File: src/rtl/noc_dispatch_ctrl_if.sv
// Bundle of the dispatch controller's packet, demux and status signals.
//
// Handshake: a packet on in_valid/in_addr/in_data is taken at the rising clk
// edge where in_valid is high and in_busy is low. in_busy depends only on
// registered state, so the source may look at it before raising in_valid.
// Data/addr are don't-care whenever that condition is false.
interface noc_dispatch_ctrl_if #(
    parameter int BIT_WIDTH = 16,
    parameter int LOG_N_ADD = 6,
    parameter int LOG_CRED  = 2
);
    localparam int N_ADD = 2 ** LOG_N_ADD;
    localparam int CW    = LOG_CRED + 1;

    logic                   in_valid;
    logic [LOG_N_ADD-1:0]   in_addr;
    logic [BIT_WIDTH-1:0]   in_data;
    logic                   in_busy;
    logic [BIT_WIDTH-1:0]   out_data;
    logic [LOG_N_ADD-1:0]   out_addr;
    logic [N_ADD-1:0]       out_val;
    logic [N_ADD-1:0]       credit_ret;
    logic [15:0]            stall_cnt;
    logic                   cred_err;
    // Debug visibility: FSM state and flattened per-adder credit counters.
    logic [1:0]             state_dbg;
    logic [N_ADD*CW-1:0]    credit_dbg;

    modport master (
        output in_valid, in_addr, in_data, credit_ret,
        input  in_busy, out_data, out_addr, out_val, stall_cnt, cred_err,
               state_dbg, credit_dbg
    );

    modport slave (
        input  in_valid, in_addr, in_data, credit_ret,
        output in_busy, out_data, out_addr, out_val, stall_cnt, cred_err,
               state_dbg, credit_dbg
    );
endinterface

File: src/rtl/noc_dispatch_ctrl.sv
// Root dispatcher between the multiplier mux tree and the adder demux tree.
// Packets wait in a strictly in-order 2-entry FIFO; the head is issued only
// when its destination adder has a free credit slot. A blocked head stalls
// everything behind it.
module noc_dispatch_ctrl #(
    parameter int BIT_WIDTH = 16,
    parameter int LOG_N_ADD = 6,
    parameter int LOG_CRED  = 2
) (
    input logic              clk,
    input logic              rst,
    noc_dispatch_ctrl_if.slave bus
);
    localparam int N_ADD = 2 ** LOG_N_ADD;
    localparam int CW    = LOG_CRED + 1;
    localparam logic [CW-1:0] CRED_MAX = CW'(2 ** LOG_CRED);

    typedef enum logic [1:0] {
        S_EMPTY   = 2'd0,
        S_READY   = 2'd1,
        S_BLOCKED = 2'd2
    } state_t;

    state_t                 state_q, state_n;
    logic [LOG_N_ADD-1:0]   fifo_addr_q [2];
    logic [LOG_N_ADD-1:0]   fifo_addr_n [2];
    logic [BIT_WIDTH-1:0]   fifo_data_q [2];
    logic [BIT_WIDTH-1:0]   fifo_data_n [2];
    logic                   wr_ptr_q, wr_ptr_n;
    logic                   rd_ptr_q, rd_ptr_n;
    logic [1:0]             cnt_q, cnt_n;
    logic [CW-1:0]          cred_q [N_ADD];
    logic [CW-1:0]          cred_n [N_ADD];
    logic                   cred_err_q, cred_err_n;
    logic [15:0]            stall_q;
    logic [N_ADD-1:0]       out_val_q;
    logic [BIT_WIDTH-1:0]   out_data_q;
    logic [LOG_N_ADD-1:0]   out_addr_q;
    logic                   push;
    logic                   issue;
    logic [LOG_N_ADD-1:0]   head_addr;
    logic [BIT_WIDTH-1:0]   head_data;

    // The state register always describes the current FIFO head, so READY
    // is exactly the "issue this cycle" condition.
    assign head_addr = fifo_addr_q[rd_ptr_q];
    assign head_data = fifo_data_q[rd_ptr_q];
    assign issue     = (state_q == S_READY);
    assign push      = bus.in_valid && (cnt_q != 2'd2);

    // Next FIFO contents, pointers, occupancy and credit counters.
    always_comb begin
        fifo_addr_n = fifo_addr_q;
        fifo_data_n = fifo_data_q;
        wr_ptr_n    = wr_ptr_q;
        rd_ptr_n    = rd_ptr_q;
        cnt_n       = cnt_q;
        cred_n      = cred_q;
        cred_err_n  = cred_err_q;
        if (push) begin
            fifo_addr_n[wr_ptr_q] = bus.in_addr;
            fifo_data_n[wr_ptr_q] = bus.in_data;
            wr_ptr_n              = ~wr_ptr_q;
        end
        if (issue) begin
            rd_ptr_n = ~rd_ptr_q;
        end
        case ({push, issue})
            2'b10:   cnt_n = cnt_q + 2'd1;
            2'b01:   cnt_n = cnt_q - 2'd1;
            default: cnt_n = cnt_q;
        endcase
        for (int k = 0; k < N_ADD; k++) begin
            // A return and an issue to the same adder cancel out.
            if (bus.credit_ret[k] && !(issue && head_addr == LOG_N_ADD'(k))) begin
                if (cred_q[k] == CRED_MAX) begin
                    cred_err_n = 1'b1;
                end else begin
                    cred_n[k] = cred_q[k] + CW'(1);
                end
            end else if (!bus.credit_ret[k] && issue && head_addr == LOG_N_ADD'(k)) begin
                cred_n[k] = cred_q[k] - CW'(1);
            end
        end
    end

    // Classify next cycle's head from next-cycle occupancy and credits.
    always_comb begin
        state_n = S_EMPTY;
        if (cnt_n != 2'd0) begin
            if (cred_n[fifo_addr_n[rd_ptr_n]] != '0) begin
                state_n = S_READY;
            end else begin
                state_n = S_BLOCKED;
            end
        end
    end

    // FSM state register.
    always_ff @(posedge clk) begin
        if (rst) begin
            state_q <= S_EMPTY;
        end else begin
            state_q <= state_n;
        end
    end

    // FIFO, credit and error registers; reset discards queued packets.
    always_ff @(posedge clk) begin
        if (rst) begin
            for (int i = 0; i < 2; i++) begin
                fifo_addr_q[i] <= '0;
                fifo_data_q[i] <= '0;
            end
            wr_ptr_q   <= 1'b0;
            rd_ptr_q   <= 1'b0;
            cnt_q      <= 2'd0;
            cred_err_q <= 1'b0;
            for (int k = 0; k < N_ADD; k++) begin
                cred_q[k] <= CRED_MAX;
            end
        end else begin
            fifo_addr_q <= fifo_addr_n;
            fifo_data_q <= fifo_data_n;
            wr_ptr_q    <= wr_ptr_n;
            rd_ptr_q    <= rd_ptr_n;
            cnt_q       <= cnt_n;
            cred_err_q  <= cred_err_n;
            cred_q      <= cred_n;
        end
    end

    // Registered demux outputs; data/addr hold their last issued values.
    always_ff @(posedge clk) begin
        if (rst) begin
            out_val_q  <= '0;
            out_data_q <= '0;
            out_addr_q <= '0;
        end else begin
            out_val_q <= issue ? (N_ADD'(1) << head_addr) : '0;
            if (issue) begin
                out_data_q <= head_data;
                out_addr_q <= head_addr;
            end
        end
    end

    // Saturating count of cycles the head spends blocked on credit.
    always_ff @(posedge clk) begin
        if (rst) begin
            stall_q <= 16'd0;
        end else if (state_q == S_BLOCKED && stall_q != 16'hFFFF) begin
            stall_q <= stall_q + 16'd1;
        end
    end

    assign bus.in_busy   = (cnt_q == 2'd2);
    assign bus.out_val   = out_val_q;
    assign bus.out_data  = out_data_q;
    assign bus.out_addr  = out_addr_q;
    assign bus.stall_cnt = stall_q;
    assign bus.cred_err  = cred_err_q;
    assign bus.state_dbg = state_q;

    for (genvar g = 0; g < N_ADD; g++) begin : g_cred_dbg
        assign bus.credit_dbg[g*CW +: CW] = cred_q[g];
    end
endmodule

File: src/flat_wrapper.sv
// flat-port wrapper written by rule: the top's interface ports become plain ports
module noc_dispatch_ctrl_flat 
#(
    parameter int BIT_WIDTH = 16,
    parameter int LOG_N_ADD = 6,
    parameter int LOG_CRED  = 2
)
  (clk, rst, bus_in_valid, bus_in_addr, bus_in_data, bus_credit_ret, bus_in_busy, bus_out_data, bus_out_addr, bus_out_val, bus_stall_cnt, bus_cred_err, bus_state_dbg, bus_credit_dbg);
  noc_dispatch_ctrl_if #(.BIT_WIDTH(BIT_WIDTH), .LOG_N_ADD(LOG_N_ADD), .LOG_CRED(LOG_CRED)) bus_i ();
  input logic clk;
  input logic rst;
  input wire logic [$bits(bus_i.in_valid)-1:0] bus_in_valid;
  input wire logic [$bits(bus_i.in_addr)-1:0] bus_in_addr;
  input wire logic [$bits(bus_i.in_data)-1:0] bus_in_data;
  input wire logic [$bits(bus_i.credit_ret)-1:0] bus_credit_ret;
  output wire logic [$bits(bus_i.in_busy)-1:0] bus_in_busy;
  output wire logic [$bits(bus_i.out_data)-1:0] bus_out_data;
  output wire logic [$bits(bus_i.out_addr)-1:0] bus_out_addr;
  output wire logic [$bits(bus_i.out_val)-1:0] bus_out_val;
  output wire logic [$bits(bus_i.stall_cnt)-1:0] bus_stall_cnt;
  output wire logic [$bits(bus_i.cred_err)-1:0] bus_cred_err;
  output wire logic [$bits(bus_i.state_dbg)-1:0] bus_state_dbg;
  output wire logic [$bits(bus_i.credit_dbg)-1:0] bus_credit_dbg;
  assign bus_i.in_valid = bus_in_valid;
  assign bus_i.in_addr = bus_in_addr;
  assign bus_i.in_data = bus_in_data;
  assign bus_i.credit_ret = bus_credit_ret;
  assign bus_in_busy = bus_i.in_busy;
  assign bus_out_data = bus_i.out_data;
  assign bus_out_addr = bus_i.out_addr;
  assign bus_out_val = bus_i.out_val;
  assign bus_stall_cnt = bus_i.stall_cnt;
  assign bus_cred_err = bus_i.cred_err;
  assign bus_state_dbg = bus_i.state_dbg;
  assign bus_credit_dbg = bus_i.credit_dbg;
  noc_dispatch_ctrl #(.BIT_WIDTH(BIT_WIDTH), .LOG_N_ADD(LOG_N_ADD), .LOG_CRED(LOG_CRED)) u_core (.clk(clk), .rst(rst), .bus(bus_i));
endmodule
File: config.mk
export PLATFORM = sky130hd
export DESIGN_NAME = noc_dispatch_ctrl_flat
export DESIGN_NICKNAME = d
export VERILOG_FILES = /design/src/rtl/noc_dispatch_ctrl_if.sv /design/src/rtl/noc_dispatch_ctrl.sv /design/src/flat_wrapper.sv
export SDC_FILE = /design/constraint.sdc
export NUM_CORES = 1
export LEC_CHECK = 0
export CAP_MARGIN = 20
export CORE_MARGIN = 3
export CORE_UTILIZATION = 35
export DETAILED_ROUTE_END_ITERATION = 10
export GPL_TIMING_DRIVEN = 0
export PLACE_DENSITY = 0.55
export SYNTH_ARGS = -nofsm -noshare
export SYNTH_HDL_FRONTEND = slang
export SYNTH_SLANG_ARGS = --single-unit
File: constraint.sdc
create_clock -name clk -period 9.7 [get_ports clk]
set_clock_uncertainty 0.05 [all_clocks]
set_input_delay 1.455 -clock clk [delete_from_list [all_inputs] [get_ports clk]]
set_output_delay 1.455 -clock clk [all_outputs]
set_load 0.01 [all_outputs]
Word level (Yosys, flattened, before mapping)
Index checks and enable logic that the tools add are counted.

Add/sub/neg operators: 131. Order comparisons: 5. Eq/ne operators: 134. Shifts and indexed selects: 1. Multiplexer cells: 342. Bitwise logic cells: 8. Reduce and logical (&&, ||, !) cells: 392.

Operators with widths (count): two-way mux 3 bit (194); logical AND 1 bit (259); adder 3 x 1 -> 3 bit, second input constant (64); == test 3 bit, second input constant (64); == test 6 bit, second input constant (32); subtractor 3 x 1 -> 3 bit, second input constant (64); two-way mux 1 bit (129); logical NOT 1 bit (128); == test 6 x 5 -> 1 bit, second input constant (16); two-way mux 16 bit (4); << shifter 1 x 6 -> 64 bit, first input constant (1); == test 6 x 4 -> 1 bit, second input constant (8); two-way mux 6 bit (7); bitwise mux 32 bit (1); == test 6 x 3 -> 1 bit, second input constant (4); binary-select mux 3 bit (select 6 bit) (1); adder 16 x 1 -> 16 bit, second input constant (1); demux 16 bit (select 1 bit) (1); inequality test 16 bit, second input constant (1); bitwise mux 12 bit (1); == test 6 x 2 -> 1 bit, second input constant (2); two-way mux 12 bit (1); greater-or-equal comparator 7 bit, second input constant (1); NOT 6 -> 7 bit (1); other kinds (17) (28).

Register bits: 345. Bits of input ports: 89. Output and inout bits: 298. Word-level logic and storage cells: 1090.

Logic depth before layout (Yosys ltp)
Depth after elaboration: 135. Depth in mapped cells: 15. Mapped depth without buffers: 12.

Worst setup path after synthesis
Ideal clock, no wire load.

Kind: input port to flip-flop. Start: in bus_in_valid. End: reg u_core.state_q[0] (netlist: u_core.bus.state_dbg[0]). Setup time: 0.117 ns. Data arrival time: 3.693 ns. Required time: 9.533 ns. Path slack: 5.840 ns. Cell stages on the path: 12. Buffers on the path: 3. Cell sequence: nor2b_1 > and2_1 > clkbuf_1 > or3_1 > o221ai_1 > buf_2 > clkbuf_1 > o21ai_0 > o2111ai_1 > nand3_1 > a311o_1 > a22o_1.

Longest elaborated chain between the ends: 11. Elaborated cells between the ends (all ways): 17. Those cells by class: eq/ne: 2; mux: 9; bitwise: 2; reduce/logical: 4.

RTL lines: start: declaration (line flat_wrapper.sv:12) `input wire logic [$bits(bus_i.in_valid)-1:0] bus_in_valid;`; logical AND 1 bit (*) (line noc_dispatch_ctrl.sv:49) `assign push = bus.in_valid && (cnt_q != 2'd2);`; two-way mux 12 bit (line noc_dispatch_ctrl.sv:60) `if (push) begin`; two-way mux 6 bit (implied by the code) (3 in a row) (line noc_dispatch_ctrl.sv:91) `if (cred_n[fifo_addr_n[rd_ptr_n]] != '0) begin`; NOT 6 -> 7 bit (implied by the code) (line noc_dispatch_ctrl.sv:91); binary-select mux 3 bit (select 6 bit) (line noc_dispatch_ctrl.sv:91); two-way mux 3 bit (implied by the code) (2 in a row) (line noc_dispatch_ctrl.sv:91); nonzero test 3 bit (line noc_dispatch_ctrl.sv:91); two-way mux 2 bit (line noc_dispatch_ctrl.sv:91); end signal: assignment (line noc_dispatch_ctrl.sv:104) `state_q <= state_n;`; end: declaration (line noc_dispatch_ctrl.sv:24) `state_t state_q, state_n;`.

Mark *: on every way between the ends. The rest lies on a longest branch, timed or not. The select of a mux whose other input is x is not followed. A chain may end at the register's enable or synchronous reset.

Worst setup path after layout
Same ends and word-level chain as after synthesis.

==> impl_metrics.csv <==
group,metric,value,unit
final_layout,nets,3560,
power_and_ir_drop,p_total,6.78,mW
global_route,track_usage,31.6,%
clocking,cts_setup_buffers,0,
floorplan,die-area,68400,um^2
worst_setup_path,worstPathRequired,10.11,ns
floorplan,start_util,35.4,%
worst_setup_path,criticalPathCategory,"in2reg",
clocking,cts_num_sinks,345,
sta,period_needed,6.18,ns
routing,first_pass_iters,6,
final_layout,drive_above_1_share,6.47,%
run,maxCapViolCount,0,
floorplan,fp-row-count,93,
routing,vias,24320,
power_and_ir_drop,swShare,45.8,%
final_layout,register_area,6910,um^2
final_layout,final_cell_count_no_fill,4168,
worst_setup_path,worstSetupStartpointType,"primary input",
floorplan,die_y,262,um
power_and_ir_drop,p_per_area,230,nW/um^2
routing,ant_nets,0,
floorplan,fp.coreArea,64500,um^2
synthesis,avgSynthCellArea,8.00,um^2
routing,vias_per_cell,5.83,
power_and_ir_drop,intPower,3.67,mW
clocking,clockBufferDepth,3,
worst_setup_path,worstPathCellList,"clkdlybuf4s50_1 > and2_1 > nand2_1 > nand2_1 > o221ai_1 > clkbuf_1 > nand3_1 > o41ai_2 > a211oi_1 > o221ai_1 > a32oi_1 > a22o_1",
worst_setup_path,crit_path_end_kind,"flip-flop",
final_layout,syn_to_final_growth,28.7,%
clocking,cts_resized,0,
floorplan,die_x,262,um
sta,relSlewSlack,15.7,%
sta,maxSlewViolCount,0,
sta,hold_viol,0,
power_and_ir_drop,combPwrFrac,47.9,%
global_route,grt_pass1_wl,158,mm
clocking,cts_hold_buf,0,
routing,drcViolationCount,0,
synthesis,yosysUniqueCellTypes,104,
power_and_ir_drop,vdd_drop_max,0.000204,V
routing,wl_per_cell,26.9,um
worst_setup_path,crit_path_max_fanout,10,
min_path,hp-class,"reg2reg",
sta,tns,0,ns
global_route,gr-total-overflow,0,
synthesis,syn_nets,3138,
power_and_ir_drop,p_seq_share,24.5,%
worst_setup_path,cp_data_arrival_time,6.59,ns
clocking,cts_buffers,44,
global_route,grt_max_degree,14,
clocking,path_clk_slew,0.06,ns
placed_design,place.port_buffers,364,
sta,finalSetupViolCount,0,
placed_design,dp_cells,4084,
placed_design,pre_cts_slack,3.01,ns
synthesis,ys.flop_type,"dfxtp_1",
global_route,grt_antenna_before_repair,11,
synthesis,synth.cell_area,22900,um^2
worst_setup_path,critPathMaxStageDelay,0.97,ns
power_and_ir_drop,p_switching,3.10,mW
placed_design,gp_congestion,0.995,
sta,rsz0062_at_grt,"no",
synthesis,yosysWarnings,0,
final_layout,n_fill_cell,6451,
synthesis,async_reset_ff_share,0,%
sta,setup_ws,3.52,ns
final_layout,final_core_util,45.6,%
routing,first_iter_violations,2127,
clocking,htree_levels,2,
final_layout,layout_commonest_cell,"clkdlybuf4s50_1",
worst_setup_path,cpMaxStageDelayCell,"o41ai_2",
final_layout,multiInputGateArea,14700,um^2
routing,wl,112,mm
floorplan,ios,387,
synthesis,seq_area_frac_synth,30.2,%
synthesis,ys_seq_elements,345,
clocking,clockRootBuffer,"clkbuf_16",
clocking,clock_latency,0.59,ns
sta,tightest_slew,1.25,ns
power_and_ir_drop,pwr-share-clk,27.6,%
final_layout,mostFrequentLayoutCells,"clkdlybuf4s50_1 (364), dfxtp_1 (345), nand2_1 (342), nor2_1 (278), ha_1 (194)",
outcome,outcome,"completed",
clocking,cts_tree,"built",
synthesis,synth_cells,2855,
sta,max_freq,0.162,GHz
global_route,grt_pass1_vias,22995,
placed_design,dp_hpwl,88.2,mm
sta,period_share,63.7,%
synthesis,synth_edf_count,0,
power_and_ir_drop,p_leak,11.4,nW
## registers in the layout, summed over array words and instances (netlist names)
signal	cells
u_core.bus.out_data	16
u_core.fifo_data_q	32
u_core.cnt_q	2
u_core.wr_ptr_q	1
u_core.bus.credit_dbg	192
u_core.bus.out_addr	6
u_core.bus.state_dbg	2
u_core.fifo_addr_q	12
u_core.bus.stall_cnt	16
u_core.bus.out_val	64
u_core.bus.cred_err	1
u_core.rd_ptr_q	1
## cell usage after synthesis (all sizes together) (11+ instances only)
library cell,instances,share of area (%)
dfxtp,345,30
nand2,342,5.6
nor2,280,4.6
ha,194,11
inv,173,2.8
a21oi,160,3.5
o21ai,126,2.8
clkbuf,109,1.8
nand3,75,1.6
a211oi,74,2.8
xnor2,73,2.8
nor3,72,1.7
mux2i,56,2.5
o211ai,45,1.5
buf,38,0.94
nand4,38,1.0
or3,35,0.96
and2,34,0.93
a31oi,31,0.85
a311oi,29,1.1
o22ai,28,0.82
nor4b,27,1.1
or2,27,0.74
and3,25,0.68
nand3b,20,0.71
nor3b,20,0.79
nor4,20,0.60
a22oi,18,0.61
o31ai,18,0.59
a211o,17,0.65
o2111ai,17,0.65
o21a,17,0.56
nand4b,15,0.57
nor2b,15,0.41
nand2b,14,0.38
o311ai,14,0.54
a21boi,12,0.41
a21o,11,0.36
a311o,11,0.48
o211a,11,0.48
xor2,11,0.42
## area by class of cell
class / count / area share [%]
Buffer: 147 / 2.12
Tap cell: 855 / 3.64
Antenna cell: 3 / 0.0255
Sequential cell: 345 / 23.5
Multi-Input combinational cell: 2189 / 50.0
Timing Repair Buffer: 376 / 13.0
Inverter: 174 / 2.22
Clock inverter: 25 / 1.37
Clock buffer: 54 / 4.18
## final timing paths
| kind | endpoint | startpoint | slack, ns | depth (start not counted) |
|---|---|---|---|---|
| min reg2reg | u_core.fifo_data_q[0]$_SDFFE_PP0P_ | u_core.fifo_data_q[0]$_SDFFE_PP0P_ | 0.40 | 2 |
| max reg2reg | u_core.bus.state_dbg[0]$_SDFF_PP0_ | u_core.bus.state_dbg[1]$_SDFF_PP0_ | 3.92 | 12 |
| max | u_core.bus.state_dbg[0]$_SDFF_PP0_ | bus_in_valid | 3.52 | 12 |
| min | u_core.fifo_data_q[0]$_SDFFE_PP0P_ | u_core.fifo_data_q[0]$_SDFFE_PP0P_ | 0.40 | 2 |
## through the flow
stage	cell area [um^2]	hold slack, ns
2_1_floorplan	22900	0.386
3_3_place_gp	27600	0.391
3_5_place_dp	27700	0.396
4_1_cts	29400	0.405
5_1_grt	29400	0.425
6_report	29400	0.404
## kinds of logic after synthesis
logic type	Yosys count	synth area share (%)
simple gates	1096	24.0
fa+ha+maj	201	10.9
mux	66	2.98
flops	345	30.2
xor+xnor	85	3.35
buf+inv	321	5.59
compound gates	741	22.9
## critical path, delay by kind of cell
kind | cells | cell delay (ns)
AND/OR/NAND/NOR | 4 | 1.20
buffers and inverters | 2 | 1.07
AO/OA/AOI/OAI | 6 | 2.83
## power groups by stage
stage,clock [mW],combinational [mW],sequential [mW]
final,1.87,3.25,1.66
after global placement,0,3.05,1.68
after floorplan,0,1.57,1.69
after detailed placement,0,3.13,1.69
after global routing,1.95,3.37,1.67
after CTS,1.90,3.15,1.66
## layer usage
| metal | GRT usage, % | share of wire, % | vias to the layer above |
|---|---|---|---|
| met5 | 0 | 0.090 | - |
| met4 | 18.0 | 6.2 | 16 |
| met3 | 7.99 | 8.8 | 294 |
| met2 | 50.9 | 45 | 1118 |
| met1 | 38.3 | 40 | 11687 |
| li1 | - | - | 11205 |
Note: power is estimated with default switching activity, not from simulation.
